[config.mk]
export PLATFORM = sky130hd
export DESIGN_NAME = lsu_dccm_wrarb_flat
export DESIGN_NICKNAME = d
export VERILOG_FILES = /design/src/rtl/lsu_dccm_wrarb_if.sv /design/src/rtl/lsu_dccm_wrarb.sv /design/src/flat_wrapper.sv
export SDC_FILE = /design/constraint.sdc
export NUM_CORES = 1
export LEC_CHECK = 0
export ABC_AREA = 1
export CORE_MARGIN = 2
export CORE_UTILIZATION = 31
export CTS_BUF_LIST = sky130_fd_sc_hd__clkbuf_8
export CTS_CLUSTER_DIAMETER = 100
export DETAILED_ROUTE_END_ITERATION = 10
export PLACE_DENSITY = 0.88
export SYNTH_ARGS = -nofsm -noshare
export SYNTH_HDL_FRONTEND = slang
export SYNTH_SLANG_ARGS = --single-unit
[constraint.sdc]
create_clock -name clk -period 1.8 [get_ports clk]
set_input_delay 0.27 -clock clk [delete_from_list [all_inputs] [get_ports clk]]
set_output_delay 0.27 -clock clk [all_outputs]
set_load 0.02 [all_outputs]
[src/rtl/lsu_dccm_wrarb_if.sv]
// Write-port request/grant bundle between the LSU write sources and the DCCM write arbiter.
// The arbiter takes the slave modport; the sources and the DCCM side take the master modport.
interface lsu_dccm_wrarb_if #(
  parameter int DCCM_BITS        = 16,
  parameter int DCCM_FDATA_WIDTH = 39
);
  logic                        sb_req;
  logic [DCCM_BITS-1:0]        sb_addr;
  logic [DCCM_FDATA_WIDTH-1:0] sb_wdata;
  logic                        sb_grant;

  logic                        dma_req;
  logic [DCCM_BITS-1:0]        dma_addr;
  logic [DCCM_FDATA_WIDTH-1:0] dma_wdata;
  logic                        dma_grant;

  logic                        dccm_wren;
  logic [DCCM_BITS-1:0]        dccm_wr_addr;
  logic [DCCM_FDATA_WIDTH-1:0] dccm_wr_data;

  modport master (
    output sb_req, sb_addr, sb_wdata, dma_req, dma_addr, dma_wdata,
    input  sb_grant, dma_grant, dccm_wren, dccm_wr_addr, dccm_wr_data
  );

  modport slave (
    input  sb_req, sb_addr, sb_wdata, dma_req, dma_addr, dma_wdata,
    output sb_grant, dma_grant, dccm_wren, dccm_wr_addr, dccm_wr_data
  );
endinterface

[src/rtl/lsu_dccm_wrarb.sv]
// DCCM write-port arbiter: ECC correction buffer, DMA and store buffer compete for the single
// write port, avoiding banks used by the DC1 load, with store-buffer starvation protection.
module lsu_dccm_wrarb #(
  parameter int DCCM_BITS        = 16,
  parameter int DCCM_FDATA_WIDTH = 39,
  parameter int DCCM_WIDTH_BITS  = 2,
  parameter int DCCM_BANK_BITS   = 1,
  parameter int STARVE_MAX       = 4
) (
  input  logic                        clk,
  input  logic                        rst,
  input  logic                        freeze,
  input  logic                        ld_rden_dc1,
  input  logic [DCCM_BITS-1:0]        ld_addr_lo_dc1,
  input  logic [DCCM_BITS-1:0]        ld_addr_hi_dc1,
  input  logic                        ecc_err_vld,
  input  logic [DCCM_BITS-1:0]        ecc_err_addr,
  input  logic [DCCM_FDATA_WIDTH-1:0] ecc_corr_data,
  output logic                        ecc_pend,
  output logic                        ecc_drop,
  output logic                        ld_block_dc1,
  lsu_dccm_wrarb_if.slave             bus
);

  localparam logic [3:0] STARVE_LIM = 4'(STARVE_MAX);

  typedef enum logic {
    ECC_IDLE,
    ECC_PEND
  } ecc_state_e;

  typedef logic [DCCM_BANK_BITS-1:0] bank_t;

  function automatic bank_t bank_of(input logic [DCCM_BITS-1:0] a);
    return a[DCCM_WIDTH_BITS +: DCCM_BANK_BITS];
  endfunction

  ecc_state_e                  state_q, state_d;
  logic [DCCM_BITS-1:0]        ecc_addr_q, ecc_addr_d;
  logic [DCCM_FDATA_WIDTH-1:0] ecc_data_q, ecc_data_d;
  logic [3:0]                  starve_q, starve_d;
  logic                        ld_block_q;

  bank_t bank_lo, bank_hi;
  logic  load_live;
  logic  hit_sb, hit_dma, hit_ecc;
  logic  el_sb, el_dma, el_ecc;
  logic  sb_gnt, dma_gnt, ecc_gnt;
  logic  starved;
  logic  unused_addr_bits;

  // Address bits outside the bank field only matter to the load itself.
  assign unused_addr_bits = ^{ld_addr_lo_dc1, ld_addr_hi_dc1};

  assign bank_lo   = bank_of(ld_addr_lo_dc1);
  assign bank_hi   = bank_of(ld_addr_hi_dc1);
  // While blocking, the LSU keeps DC1 loads off the port, so no conflict can exist.
  assign load_live = ld_rden_dc1 & ~ld_block_q;

  assign hit_sb  = load_live & ((bank_of(bus.sb_addr)  == bank_lo) | (bank_of(bus.sb_addr)  == bank_hi));
  assign hit_dma = load_live & ((bank_of(bus.dma_addr) == bank_lo) | (bank_of(bus.dma_addr) == bank_hi));
  assign hit_ecc = load_live & ((bank_of(ecc_addr_q)   == bank_lo) | (bank_of(ecc_addr_q)   == bank_hi));

  assign el_sb  = ~rst & ~freeze & bus.sb_req  & ~hit_sb;
  assign el_dma = ~rst & ~freeze & bus.dma_req & ~hit_dma;
  assign el_ecc = ~rst & ~freeze & (state_q == ECC_PEND) & ~hit_ecc;

  assign starved = (starve_q == STARVE_LIM);

  // NOTE: every output of a combinational block gets a default first so no path infers a latch.
  always_comb begin
    sb_gnt  = 1'b0;
    dma_gnt = 1'b0;
    ecc_gnt = 1'b0;
    if (starved && el_sb) sb_gnt  = 1'b1;
    else if (el_ecc)      ecc_gnt = 1'b1;
    else if (el_dma)      dma_gnt = 1'b1;
    else if (el_sb)       sb_gnt  = 1'b1;
  end

  always_comb begin
    bus.dccm_wr_addr = '0;
    bus.dccm_wr_data = '0;
    if (ecc_gnt) begin
      bus.dccm_wr_addr = ecc_addr_q;
      bus.dccm_wr_data = ecc_data_q;
    end else if (dma_gnt) begin
      bus.dccm_wr_addr = bus.dma_addr;
      bus.dccm_wr_data = bus.dma_wdata;
    end else if (sb_gnt) begin
      bus.dccm_wr_addr = bus.sb_addr;
      bus.dccm_wr_data = bus.sb_wdata;
    end
  end

  assign bus.sb_grant  = sb_gnt;
  assign bus.dma_grant = dma_gnt;
  assign bus.dccm_wren = sb_gnt | dma_gnt | ecc_gnt;

  // Correction buffer: a new error is only lost when the old entry cannot drain this cycle.
  always_comb begin
    state_d    = state_q;
    ecc_addr_d = ecc_addr_q;
    ecc_data_d = ecc_data_q;
    ecc_drop   = 1'b0;
    case (state_q)
      ECC_IDLE: begin
        if (ecc_err_vld) begin
          state_d    = ECC_PEND;
          ecc_addr_d = ecc_err_addr;
          ecc_data_d = ecc_corr_data;
        end
      end
      ECC_PEND: begin
        if (ecc_gnt) begin
          if (ecc_err_vld) begin
            ecc_addr_d = ecc_err_addr;
            ecc_data_d = ecc_corr_data;
          end else begin
            state_d = ECC_IDLE;
          end
        end else if (ecc_err_vld) begin
          ecc_drop = ~rst;
        end
      end
      default: state_d = ECC_IDLE;
    endcase
  end

  assign ecc_pend = (state_q == ECC_PEND) & ~rst;

  always_comb begin
    starve_d = starve_q;
    if (freeze)                     starve_d = starve_q;
    else if (!bus.sb_req || sb_gnt) starve_d = 4'd0;
    else if (!starved)              starve_d = starve_q + 4'd1;
  end

  // NOTE: sequential state uses non-blocking assignments so every register samples pre-edge values.
  // NOTE: the correction buffer is reset too, so a discarded entry never leaves stale data behind.
  always_ff @(posedge clk) begin
    if (rst) begin
      state_q    <= ECC_IDLE;
      ecc_addr_q <= '0;
      ecc_data_q <= '0;
      starve_q   <= 4'd0;
      ld_block_q <= 1'b0;
    end else begin
      state_q    <= state_d;
      ecc_addr_q <= ecc_addr_d;
      ecc_data_q <= ecc_data_d;
      starve_q   <= starve_d;
      ld_block_q <= (starve_d == STARVE_LIM);
    end
  end

  assign ld_block_dc1 = ld_block_q;

endmodule

[src/flat_wrapper.sv]
// flat-port wrapper written by rule: the top's interface ports become plain ports
module lsu_dccm_wrarb_flat 
#(
  parameter int DCCM_BITS        = 16,
  parameter int DCCM_FDATA_WIDTH = 39,
  parameter int DCCM_WIDTH_BITS  = 2,
  parameter int DCCM_BANK_BITS   = 1,
  parameter int STARVE_MAX       = 4
)
  (clk, rst, freeze, ld_rden_dc1, ld_addr_lo_dc1, ld_addr_hi_dc1, ecc_err_vld, ecc_err_addr, ecc_corr_data, ecc_pend, ecc_drop, ld_block_dc1, bus_sb_req, bus_sb_addr, bus_sb_wdata, bus_dma_req, bus_dma_addr, bus_dma_wdata, bus_sb_grant, bus_dma_grant, bus_dccm_wren, bus_dccm_wr_addr, bus_dccm_wr_data);
  lsu_dccm_wrarb_if #(.DCCM_BITS(DCCM_BITS), .DCCM_FDATA_WIDTH(DCCM_FDATA_WIDTH)) bus_i ();
  input  logic clk;
  input  logic rst;
  input  logic freeze;
  input  logic ld_rden_dc1;
  input  logic [DCCM_BITS-1:0] ld_addr_lo_dc1;
  input  logic [DCCM_BITS-1:0] ld_addr_hi_dc1;
  input  logic ecc_err_vld;
  input  logic [DCCM_BITS-1:0] ecc_err_addr;
  input  logic [DCCM_FDATA_WIDTH-1:0] ecc_corr_data;
  output logic ecc_pend;
  output logic ecc_drop;
  output logic ld_block_dc1;
  input wire logic [$bits(bus_i.sb_req)-1:0] bus_sb_req;
  input wire logic [$bits(bus_i.sb_addr)-1:0] bus_sb_addr;
  input wire logic [$bits(bus_i.sb_wdata)-1:0] bus_sb_wdata;
  input wire logic [$bits(bus_i.dma_req)-1:0] bus_dma_req;
  input wire logic [$bits(bus_i.dma_addr)-1:0] bus_dma_addr;
  input wire logic [$bits(bus_i.dma_wdata)-1:0] bus_dma_wdata;
  output wire logic [$bits(bus_i.sb_grant)-1:0] bus_sb_grant;
  output wire logic [$bits(bus_i.dma_grant)-1:0] bus_dma_grant;
  output wire logic [$bits(bus_i.dccm_wren)-1:0] bus_dccm_wren;
  output wire logic [$bits(bus_i.dccm_wr_addr)-1:0] bus_dccm_wr_addr;
  output wire logic [$bits(bus_i.dccm_wr_data)-1:0] bus_dccm_wr_data;
  assign bus_i.sb_req = bus_sb_req;
  assign bus_i.sb_addr = bus_sb_addr;
  assign bus_i.sb_wdata = bus_sb_wdata;
  assign bus_i.dma_req = bus_dma_req;
  assign bus_i.dma_addr = bus_dma_addr;
  assign bus_i.dma_wdata = bus_dma_wdata;
  assign bus_sb_grant = bus_i.sb_grant;
  assign bus_dma_grant = bus_i.dma_grant;
  assign bus_dccm_wren = bus_i.dccm_wren;
  assign bus_dccm_wr_addr = bus_i.dccm_wr_addr;
  assign bus_dccm_wr_data = bus_i.dccm_wr_data;
  lsu_dccm_wrarb #(.DCCM_BITS(DCCM_BITS), .DCCM_FDATA_WIDTH(DCCM_FDATA_WIDTH), .DCCM_WIDTH_BITS(DCCM_WIDTH_BITS), .DCCM_BANK_BITS(DCCM_BANK_BITS), .STARVE_MAX(STARVE_MAX)) u_core (.clk(clk), .rst(rst), .freeze(freeze), .ld_rden_dc1(ld_rden_dc1), .ld_addr_lo_dc1(ld_addr_lo_dc1), .ld_addr_hi_dc1(ld_addr_hi_dc1), .ecc_err_vld(ecc_err_vld), .ecc_err_addr(ecc_err_addr), .ecc_corr_data(ecc_corr_data), .ecc_pend(ecc_pend), .ecc_drop(ecc_drop), .ld_block_dc1(ld_block_dc1), .bus(bus_i));
endmodule
After elaboration in Yosys (flattened, before gate mapping)
Index checks and enable logic that the tools add are counted.
{"block": "classes", "n_reduce_logical": 3, "addsub": 1, "bitwise": 24, "muxes": 30, "eq_ne": 9}
{"cell": "2-to-1 mux 39 bit", "count": 5}
{"cell": "2-to-1 mux 16 bit", "count": 5}
{"cell": "one-hot mux 39 bit (2 select lines)", "count": 1}
{"cell": "one-hot mux 16 bit (2 select lines)", "count": 1}
{"cell": "2-to-1 mux 1 bit", "count": 14}
{"cell": "bitwise AND 1 bit", "count": 12}
{"cell": "2-to-1 mux 4 bit", "count": 3}
{"cell": "== test 4 x 3 -> 1 bit, second input constant", "count": 2}
{"cell": "NOT 1 bit", "count": 7}
{"cell": "== test 1 bit", "count": 6}
{"cell": "bitwise OR 1 bit", "count": 5}
{"cell": "adder 4 x 1 -> 4 bit, second input constant", "count": 1}
{"cell": "!= test 2 bit, second input constant", "count": 1}
{"cell": "one-hot mux 1 bit (2 select lines)", "count": 1}
{"cell": "logical AND 1 bit", "count": 1}
{"cell": "logical NOT 1 bit", "count": 1}
{"cell": "logical OR 1 bit", "count": 1}
{"block": "totals", "output_inout_bits": 61, "elab_cells": 72, "register_bits": 61, "in_bits": 204}

Longest topological paths before layout
Gate-level depths: netlist of run 1.
{"block": "depth", "word_depth": 13, "mapped_depth": 12, "depth_no_buf": 12}

Worst setup path before layout of run 1
OpenSTA, ideal clock, no wires.
{"block": "synth_path", "path_type": "register to output", "from": "reg u_core.starve_q[0]", "to": "out ecc_drop", "required_time_ns": 1.530, "path_stages_with_launch": 10, "n_path_buf": 1, "slack_ns": -0.375, "t_arrival_ns": 1.905, "path_cell_list": "dfxtp_1 -> inv_1 -> ha_1 -> inv_1 -> nor2_1 -> nand4_4 -> nand2_4 -> inv_2 -> buf_2 -> nor4_1"}
{"block": "synth_between", "elab_chain_cells": 5}
{"item": "start, declared", "line_no": "lsu_dccm_wrarb.sv:41", "rtl": "logic [3:0] starve_q, starve_d;"}
{"item": "start signal, assigned", "line_no": "lsu_dccm_wrarb.sv:152", "rtl": "starve_q <= starve_d;"}
{"item": "== test 4 x 3 -> 1 bit", "line_no": "lsu_dccm_wrarb.sv:68", "rtl": "assign starved = (starve_q == STARVE_LIM);"}
{"item": "logical AND 1 bit", "line_no": "lsu_dccm_wrarb.sv:75", "rtl": "if (starved && el_sb) sb_gnt = 1'b1;"}
{"item": "2-to-1 mux 1 bit", "line_no": "lsu_dccm_wrarb.sv:75"}
{"item": "2-to-1 mux 1 bit", "line_no": "lsu_dccm_wrarb.sv:115", "rtl": "if (ecc_gnt) begin"}
{"item": "2-to-1 mux 1 bit", "line_no": "lsu_dccm_wrarb.sv:106", "rtl": "case (state_q)"}
{"item": "end, declared", "line_no": "flat_wrapper.sv:22", "rtl": "output logic ecc_drop;"}
Every way passes these cells.

Worst setup path in the final report of run 1
{"block": "layout_path", "from": "reg u_core.ld_block_q, in the netlist u_core.ld_block_dc1", "to": "out bus_dccm_wr_addr[2]"}
{"block": "layout_between", "elab_chain_cells": 12, "elab_cells_between_ends": 24, "classes_between": "12 x mux; 11 x bitwise; 1 x reduce/logical"}
{"item": "start, declared", "line_no": "lsu_dccm_wrarb.sv:42", "rtl": "logic ld_block_q;"}
{"item": "start signal, assigned", "line_no": "lsu_dccm_wrarb.sv:153", "rtl": "ld_block_q <= (starve_d == STARVE_LIM);"}
{"item": "NOT 1 bit (*)", "line_no": "lsu_dccm_wrarb.sv:58", "rtl": "assign load_live = ld_rden_dc1 & ~ld_block_q;"}
{"item": "bitwise AND 1 bit (*)", "line_no": "lsu_dccm_wrarb.sv:58"}
{"item": "bitwise AND 1 bit", "line_no": "lsu_dccm_wrarb.sv:60", "rtl": "assign hit_sb = load_live & ((bank_of(bus.sb_addr) == bank_lo) | (bank_of(bus.sb_addr) == bank_hi));"}
{"item": "NOT 1 bit", "line_no": "lsu_dccm_wrarb.sv:64", "rtl": "assign el_sb = ~rst & ~freeze & bus.sb_req & ~hit_sb;"}
{"item": "bitwise AND 1 bit", "line_no": "lsu_dccm_wrarb.sv:64"}
{"item": "2-to-1 mux 1 bit", "line_no": "lsu_dccm_wrarb.sv:78", "rtl": "else if (el_sb) sb_gnt = 1'b1;"}
{"item": "2-to-1 mux 1 bit", "line_no": "lsu_dccm_wrarb.sv:77", "rtl": "else if (el_dma) dma_gnt = 1'b1;"}
{"item": "2-to-1 mux 1 bit", "line_no": "lsu_dccm_wrarb.sv:76", "rtl": "else if (el_ecc) ecc_gnt = 1'b1;"}
{"item": "2-to-1 mux 1 bit", "line_no": "lsu_dccm_wrarb.sv:75"}
{"item": "2-to-1 mux 16 bit", "line_no": "lsu_dccm_wrarb.sv:90", "rtl": "end else if (sb_gnt) begin"}
{"item": "2-to-1 mux 16 bit", "line_no": "lsu_dccm_wrarb.sv:87", "rtl": "end else if (dma_gnt) begin"}
{"item": "2-to-1 mux 16 bit (*)", "line_no": "lsu_dccm_wrarb.sv:84", "rtl": "if (ecc_gnt) begin"}
{"item": "end, declared", "line_no": "flat_wrapper.sv:33", "rtl": "output wire logic [$bits(bus_i.dccm_wr_addr)-1:0] bus_dccm_wr_addr;"}
Every way passes the cells marked *; elsewhere a longest branch is shown, timed or not.

==> impl_metrics.yaml, run 1 <==
clock_tree:
  cts_root_buf: "clkbuf_8"
  clk_latency_ps: 330
  hold_buffers: 0
  htree_num_levels: 3
  clock_sinks: 61
  cts_buffer_depth: 2
  cts_buffers: 9
  clk_pin_slew_ps: 70
  cts_tree: "built"
worst_setup_path:
  worstPathArrival_ps: 1960
  cp-end-kind: "output pin"
  criticalPathCategory: "reg -> out"
  rr_worst_depth: 13
  reg2reg_to: "u_core.ecc_data_q[7]"
  required_ps: 1530
  cp_max_fo: 5
  critPathLaunchType: "register"
  r2r_slack_ps: -70
  r2r_start: "u_core.starve_q[1]"
floorplanning:
  start_util_pct: 31.86
  row_count: 38
  dieArea_um2: 12000
  die_y_um: 109.5
  die_x_um: 109.5
  coreArea_um2: 10840
  io_pins: 265
sta:
  hold_violations: 0
  maxSlewViolCount: 0
  tightest_slew_ps: 567.9
  fin_ws_ps: -433.5
  fin_crit_sh_pct: 124.1
  setup_viol: 81
  slew_headroom_pct: 62.14
  clock_skew_ps: 12.15
  grt_setup_unrepaired: "yes"
  period_needed_ps: 2233
  max_freq_mhz: 447.7
  whs_ps: 417.2
placed_design:
  gp_congestion: 0.8685
  dp_slack_ps: -1015
  portBuffers: 234
  dp_hpwl_mm: 9.441
synthesis:
  synth_compound_area_share_pct: 8.587
  yosys.area_share.simple_pct: 46.16
  syn_area_um2: 3453
  synth_top_area_share_pct: 35.36
  synth-xor-area-share_pct: 0.5072
  synth-adder-area-share_pct: 0.7246
  synth_cell_types: 28
  seq_area_frac_synth_pct: 35.36
  syn_nets: 764
  synth_mux_area_share_pct: 0
  synthTopCellsByArea: "dfxtp_1 35%, nand2_1 20%, nor2_1 13%, nand3_1 9.4%, o21ai_1 7.1%"
  synth_top_family_by_area: "simple AND/OR/NAND/NOR gates"
  ys_ff_latch: 61
  syn-instance-count: 558
  yosysWarnings: 0
  syn_avg_cell_area_um2: 6.189
  yosysTopAreaCell: "dfxtp_1"
cells_and_area:
  nets: 1038
  syn_to_final_growth_pct: 131.2
  nFillCells: 753
  num_antenna_cells: 0
  drive_gt1_share_pct: 38.71
route:
  post-route-drc-count: 0
  final_antenna_net_count: 0
  drt-initial-drc-count: 195
  vias: 4843
  drt-total-wl_mm: 17.17
  wl_per_cell_um: 17.57
  drt_pass1_iterations: 5
  avgViaCountPerCell: 4.957
global_route:
  grt_usage_pct: 24.42
  antenna_found_initial: 0
  grt_pass1_wl_mm: 22.60
  grt_pass1_vias: 4605
  gr-total-overflow: 0
  grt_max_degree: 57
power_and_ir_drop:
  irDropWorstVdd_mv: 0.4143
  total_leakage_power_nw: 3.848
  p_per_area_nw_per_um2: 545.2
  totalPowerFinal_w: 0.004353
worst_hold_path:
  hold_end: "u_core.starve_q[0]"
  hold_path_depth: 3
  hp-start: "rst"
  hold_path_class: "in -> reg"
outcome:
  outcome: "complete, but fails checks"
  violations: "setup timing"
job:
  drv_cap: 0
-- cells in the mapped netlist --
cell / count
inv_1: 13
clkbuf_1: 10
a21oi_1: 1
nor2_1: 123
o21ai_0: 6
nand4_1: 2
buf_6: 5
nor3_1: 1
nor2_4: 1
o211ai_1: 1
nand2_4: 4
inv_2: 4
dfxtp_1: 61
nand4_4: 1
o21ai_1: 49
buf_4: 10
nor2_2: 1
o21ai_2: 1
nand3_2: 1
nand2_2: 1
ha_1: 2
inv_4: 1
nand3_1: 65
buf_12: 1
nor4_1: 1
buf_2: 8
xor2_1: 2
nand2_1: 182
-- critical path, cell delays in order (launching register included) --
cell and delay, ps:
dfxtp_2 330, nor2_4 160, nand3_1 130, nand2_1 120
nand3_2 120, nand2_4 140, buf_12 140, buf_12 120
nand2_2 40, o211ai_1 140, buf_4 200
-- repair_timing --
action | CTS | global route
gates resized for setup | 460 | 123
buffers inserted | 9 | 4
setup endpoints to repair | 60 | 114
gates cloned | 10 | 11
pin swaps | 8 | 12
-- cell families after synthesis --
| kind of cell | after synthesis |
|---|---|
| adders and majority gates | 2 |
| and+or+nand+nor | 383 |
| DFF | 61 |
| AOI/OAI and AO/OA | 58 |
| xor gates and xnor gates | 2 |
| buffers and inverters | 52 |
-- worst max-delay path by stage --
stage | from | to | slack, ps | cells after the start
after floorplan | u_core.starve_q[0] | bus_dccm_wr_addr[10] | 40 | 11
after detailed placement | ld_rden_dc1 | bus_dccm_wr_data[13] | -1020 | 11
after global placement | ld_rden_dc1 | bus_dccm_wr_data[13] | -970 | 11
after global routing | u_core.ecc_addr_q[2] | bus_dccm_wr_addr[2] | -520 | 11
final | u_core.ld_block_dc1 | bus_dccm_wr_addr[2] | -430 | 10
after CTS | u_core.starve_q[1] | bus_dccm_wr_addr[2] | -460 | 12
-- report_power, final --
part,switching [W],internal (W)
Sequential,0.0000834,0.00146
Combinational,0.000650,0.000840
Clock,0.000560,0.000763
-- layout make-up --
class	count	area, µm²	area share, %
tap	140	175.2	2.194
clock buffer	9	123.9	1.551
timing repair inverter	1	11.26	0.1410
multi-input combinational	445	2859	35.81
sequential	61	1226	15.36
inverter	18	82.58	1.034
timing repair buffer	296	3423	42.88
clock inverter	7	82.58	1.034
-- layout by cell type (no fill, tap or decap), drive strengths merged --
cell type | synthesis | routed
nand2 | 187 | 187
clkdlybuf4s50 | 0 | 167
nor2 | 125 | 125
buf | 24 | 112
nand3 | 66 | 66
dfxtp | 61 | 61
o21ai | 56 | 56
inv | 18 | 20
clkbuf | 10 | 17
dlygate4sd2 | 0 | 8
clkinv | 0 | 4
nand4 | 3 | 3
xor2 | 2 | 2
bufinv | 0 | 2
ha | 2 | 2
o211ai | 1 | 1
nor4 | 1 | 1
nor3 | 1 | 1
a21oi | 1 | 1
bufbuf | 0 | 1
-- stage by stage --
step                cell area [µm²]  cells  setup TNS, ps  util, %
global placement               6315    929         -67530    58.25
global route                   7984    977         -33030    73.65
finish                         7984    977         -21550    73.65
CTS                            7305    964         -23470    67.38
detailed placement             6315    929         -72580    58.25
floorplan                      3671    558              0        -
-- routing by layer --
layer  GRT usage, %  vias up  share of wire [%]  wire length, µm
li1               -     2338                  -                -
met1          26.75     2236                 39             6691
met2          45.63      226                 51             8793
met3          5.868       43                7.1             1215
met4          8.318        0                2.7              470
met5              0        -                  0                0
-- registers in the layout, summed over array words and instances (netlist names) --
name,cells
u_core.ecc_addr_q,16
u_core.ecc_data_q,39
u_core.ld_block_dc1,1
u_core.starve_q,4
u_core.state_q,1
No activity file was read; power rests on OpenSTA's default activity.
==> inputs of run 2 (changes only) <==
- CORE_UTILIZATION: 31 -> 30
- PLACE_DENSITY: 0.88 -> 0.86
- SKIP_CTS_REPAIR_TIMING: not set -> 1
==> impl_metrics.yaml, run 2 (synthesis gave the netlist of run 1 again) <==
cells_and_area:
  drive_gt1_share_pct: 30.94
  largest_reg_flops: 39
  nFillCells: 960
  nets: 1023
  layout_commonest_cell: "clkdlybuf4s50_1"
  syn_to_final_growth_pct: 108.2
  reg_top3: "u_core.ecc_data_q: 39 flops, u_core.ecc_addr_q: 16 flops, u_core.starve_q: 4 flops"
  layout_common_cells: "168 x clkdlybuf4s50_1, 132 x nand2_1, 115 x nor2_1, 58 x dfxtp_1, 54 x nand3_2"
  largest-register: "u_core.ecc_data_q"
  final_core_util_pct: 63.51
  num_antenna_cells: 0
worst_setup_path:
  required_ps: 1530
  crit_chain: "clkdlybuf4s50_1 > inv_1 > nand3_1 > nand3_1 > nand2_2 > nand3_4 > nand2_8 > buf_8 > nand2_1 > nand3_2 > buf_6"
  cp_max_fo: 8
  r2r_slack_ps: 50
  critPathSlowestCell: "clkdlybuf4s50_1"
  criticalPathCategory: "in -> out"
  cp_num_buf_inv: 4
  cp.depth: 11
  worstPathArrival_ps: 1960
  cp-end-kind: "output pin"
  critPathLaunchType: "primary input"
  crit_top_cell: "nand3_1"
  rr_worst_depth: 13
  critPathMaxStageDelay_ps: 500
  critical-path-top-delay-family: "buffers and inverters"
outcome:
  violations: "setup timing"
  outcome: "complete, but fails checks"
power_and_ir_drop:
  intPower_w: 0.002665
  p_per_area_nw_per_um2: 524.0
  p_sw_w: 0.001102
  p_clk_share_pct: 27.2
  totalPowerFinal_w: 0.003767
  p_sw_share_pct: 29.26
  total_leakage_power_nw: 3.443
  irDropWorstVdd_mv: 0.3774
  pwr-share-comb_pct: 32.7
  seqPwrFrac_pct: 40.1
sta:
  hold_violations: 0
  fin_tns_setup_ps: -21320
  fin_ws_ps: -434.9
  tightest_slew_ps: 569.9
  setup_viol: 59
  max_freq_mhz: 447.5
  clock_skew_ps: 5.370
  period_needed_ps: 2235
  maxSlewViolCount: 0
  fin_crit_sh_pct: 124.2
  slew_headroom_pct: 62.01
  grt_setup_unrepaired: "yes"
  whs_ps: 321.4
global_route:
  grt_pass1_wl_mm: 19.95
  grt_usage_pct: 19.42
  grt_pass1_vias: 4230
  antenna_found_initial: 0
  gr-total-overflow: 0
  grt_max_degree: 57
clock_tree:
  cts_buffers: 9
  clock_sinks: 61
  clk_latency_ps: 330
  cts_buffer_depth: 2
  cts_root_buf: "clkbuf_8"
  cts_tree: "built"
  htree_num_levels: 3
  clk_pin_slew_ps: 70
placed_design:
  portBuffers: 234
  dp_slack_ps: -938.9
  gp_congestion: 0.8306
  dp_hpwl_mm: 9.287
worst_hold_path:
  hold_path_depth: 3
  hold_path_class: "in -> reg"
route:
  drt-total-wl_mm: 14.65
  final_antenna_net_count: 0
  wl_per_cell_um: 15.20
  vias: 4575
  post-route-drc-count: 0
  drt_pass1_iterations: 4
  avgViaCountPerCell: 4.746
  drt-initial-drc-count: 178
floorplanning:
  io_pins: 265
  dieArea_um2: 12390
  row_count: 39
  die_x_um: 111.3
  coreArea_um2: 11320
  start_util_pct: 30.50
  die_y_um: 111.3
job:
  drv_cap: 0
[run 2: cell count changes in the layout (fill, tap and decap cells not counted), sizes merged]
cell,delta
buf,-18
dlygate4sd2,-8
dlymetal6s2s,+8
clkbuf,+5
bufinv,-2
clkinv,-2
bufbuf,-1
clkdlybuf4s50,+1
inv,+1
[run 2: worst paths after layout]
check	startpoint	end
hold reg to reg	u_core.ecc_data_q[14]	u_core.ecc_data_q[14]
setup / recovery	bus_dma_addr[2]	bus_dccm_wr_data[6]
hold / removal	rst	u_core.starve_q[1]
setup reg to reg	u_core.starve_q[0]	u_core.ecc_data_q[1]
[run 2: power by group through the flow]
| stage | registers [W] | logic [W] | clock network, W |
|---|---|---|---|
| floorplan | 0.00153 | 0.000465 | 0 |
| global placement | 0.00153 | 0.00107 | 0 |
| detailed placement | 0.00154 | 0.00109 | 0 |
| CTS | 0.00151 | 0.00109 | 0.00106 |
| global route | 0.00152 | 0.00133 | 0.00112 |
| finish | 0.00151 | 0.00123 | 0.00102 |
[run 2: layer usage]
layer / vias up / part of all wire, % / GRT usage [%] / routed length (µm)
met4: 0 / 1.6 / 6.420 / 235
met5: - / 0 / 0 / 0
met2: 163 / 51 / 34.72 / 7453
met1: 2096 / 42 / 23.16 / 6140
met3: 21 / 5.6 / 3.937 / 818
li1: 2295 / - / - / -
[run 2: layout make-up]
type / instances / area (µm²) / area share [%]
multi-input combinational: 445 / 2466 / 34.30
clock inverter: 5 / 21.27 / 0.2959
timing repair buffer: 282 / 3085 / 42.92
tap: 143 / 178.9 / 2.489
clock buffer: 10 / 137.6 / 1.914
inverter: 18 / 75.07 / 1.044
sequential: 61 / 1225 / 17.04
[run 2: per-stage QoR]
| stage | instances | cell area (µm²) |
|---|---|---|
| 2_1_floorplan | 558 | 3671 |
| 3_3_place_gp | 934 | 6346 |
| 3_5_place_dp | 934 | 6346 |
| 4_1_cts | 949 | 6505 |
| 5_1_grt | 964 | 7189 |
| 6_report | 964 | 7189 |
[run 2: worst min-delay path: cells and delay by family]
family | cells | cell delay (ps)
simple gates | 1 | 50
buf+inv | 2 | 300
==> variant, RTL diff (settings of run 1) <==
Take the reset off `ecc_addr_q` and load it in a clocked block of its own.
--- a/src/rtl/lsu_dccm_wrarb.sv
+++ b/src/rtl/lsu_dccm_wrarb.sv
@@ -141,19 +141,21 @@
   always_ff @(posedge clk) begin
     if (rst) begin
       state_q    <= ECC_IDLE;
-      ecc_addr_q <= '0;
       ecc_data_q <= '0;
       starve_q   <= 4'd0;
       ld_block_q <= 1'b0;
     end else begin
       state_q    <= state_d;
-      ecc_addr_q <= ecc_addr_d;
       ecc_data_q <= ecc_data_d;
       starve_q   <= starve_d;
       ld_block_q <= (starve_d == STARVE_LIM);
     end
   end
 
+  always_ff @(posedge clk) begin
+    ecc_addr_q <= ecc_addr_d;
+  end
+
   assign ld_block_dc1 = ld_block_q;
 
 endmodule
Formal check against the unedited RTL: no difference found for any inputs over 4 cycles, from zero or initial values and one cycle with rst high; that may be too few to reach the edited logic, so the function may still have changed.
==> variant against run 1 <==
- clock skew is 2.8 ps lower
- utilization shrank 2.5 points
- power down 8.4%
- final area fell by 4.2%
- critical path depth rose by 1
- sequential cell count stayed put
- sequential share of layout area up 2.7 points
- wire length is 0.77% lower
- synthesized area decreased by 2.0%
- the flow still finishes with violations (negative setup slack)
- final cell count fell by 5.0%
- worst setup slack worse by 71 ps
- first-iteration DRC count is 85% higher
==> variant: results <==
{
  "dpl-instance-area_mm2": 0.00609,
  "critPathMaxStageDelay_ps": 490,
  "synth_seq_area_share_pct": 40.8,
  "post_route_cells_drive_above_1_share_pct": 37.7,
  "grt_max_degree": 41,
  "comb_power_share_pct": 33.5,
  "grt_pass1_vias": 4597,
  "final.signal_buffer_count": 297,
  "grt.met1_usage_pct": 30.1,
  "post_drt_via_cell_ratio": 4.94,
  "drt-met1-wl_um": 6390,
  "critical_path.max_fanout": 11,
  "drt_first_iter_violations": 360,
  "dpl.hpwl_um": 9530,
  "layout.nets": 990,
  "main_area_contributors_after_synthesis": "sky130_fd_sc_hd__dfxtp_1, sky130_fd_sc_hd__nand2_1, sky130_fd_sc_hd__edfxtp_1",
  "outcome": "complete, but fails checks",
  "endpoint": "bus_dccm_wr_data[21]",
  "critical_path.reg2reg.endpoint": "u_core.ecc_data_q[14]",
  "total_leakage_power_uw": 0.00375,
  "synth_common_cells": "sky130_fd_sc_hd__nand2_1, sky130_fd_sc_hd__nor2_1, sky130_fd_sc_hd__nand3_1",
  "syn_nets": 711,
  "failed_checks": "negative setup slack",
  "layout.area.seq_mm2": 0.00139,
  "critical_path.startpoint": "bus_sb_req",
  "finalSetupViolations": 113,
  "synth-edff-count": 16,
  "finalWeightedCongestion": 0.889,
  "maximum_resistive_drop_on_vdd_mv": 0.391,
  "clock_cell_area_share_pct": 2.21,
  "critPathSlowestCell": "sky130_fd_sc_hd__clkdlybuf4s50_1",
  "timing.hold.worst_endpoint": "u_core.starve_q[1]",
  "grt_util_all_layers_pct": 26.7,
  "timing.final.ws_setup_ps": -505,
  "multi_input_cells": 397,
  "p_switching_uw": 1180,
  "placed_cells_incl_taps": 884,
  "r2r-start": "u_core.starve_q[0]",
  "yosysUniqueCellTypes": 29,
  "drt-wirelength-per-cell_um": 18.4,
  "global_route.usage.met2_pct": 49.8,
  "worst-r2r-cell-count": 14
}
-- variant: through the flow --
stage               utilization, %  total power [µW]  TNS (ps)
floorplan                        -              1970         0
global placement              56.7              2590    -66880
detailed placement            56.7              2610    -77300
CTS                           69.0              3890    -24750
global route                  71.2              4140    -36810
finish                        71.2              3990    -26350
-- variant: cells by family (layout without fill, tap and decap cells) --
group | count (synthesis) | in the layout | share of synthesized area [%]
buffers and inverters | 47 | 330 | 8.06
XOR/XNOR | 2 | 2 | 0.517
AND/OR/NAND/NOR | 351 | 351 | 43.6
AO/OA/AOI/OAI | 42 | 42 | 6.28
flip-flops | 61 | 61 | 40.8
adder cells (fa/ha/maj) | 2 | 2 | 0.739
-- variant: timing repair --
item / CTS / global route
buffers inserted: 26 / 1
pin swaps: 9 / 14
endpoints found under the setup margin: 91 / 116
resized for setup: 535 / 62
gates cloned: 7 / 5
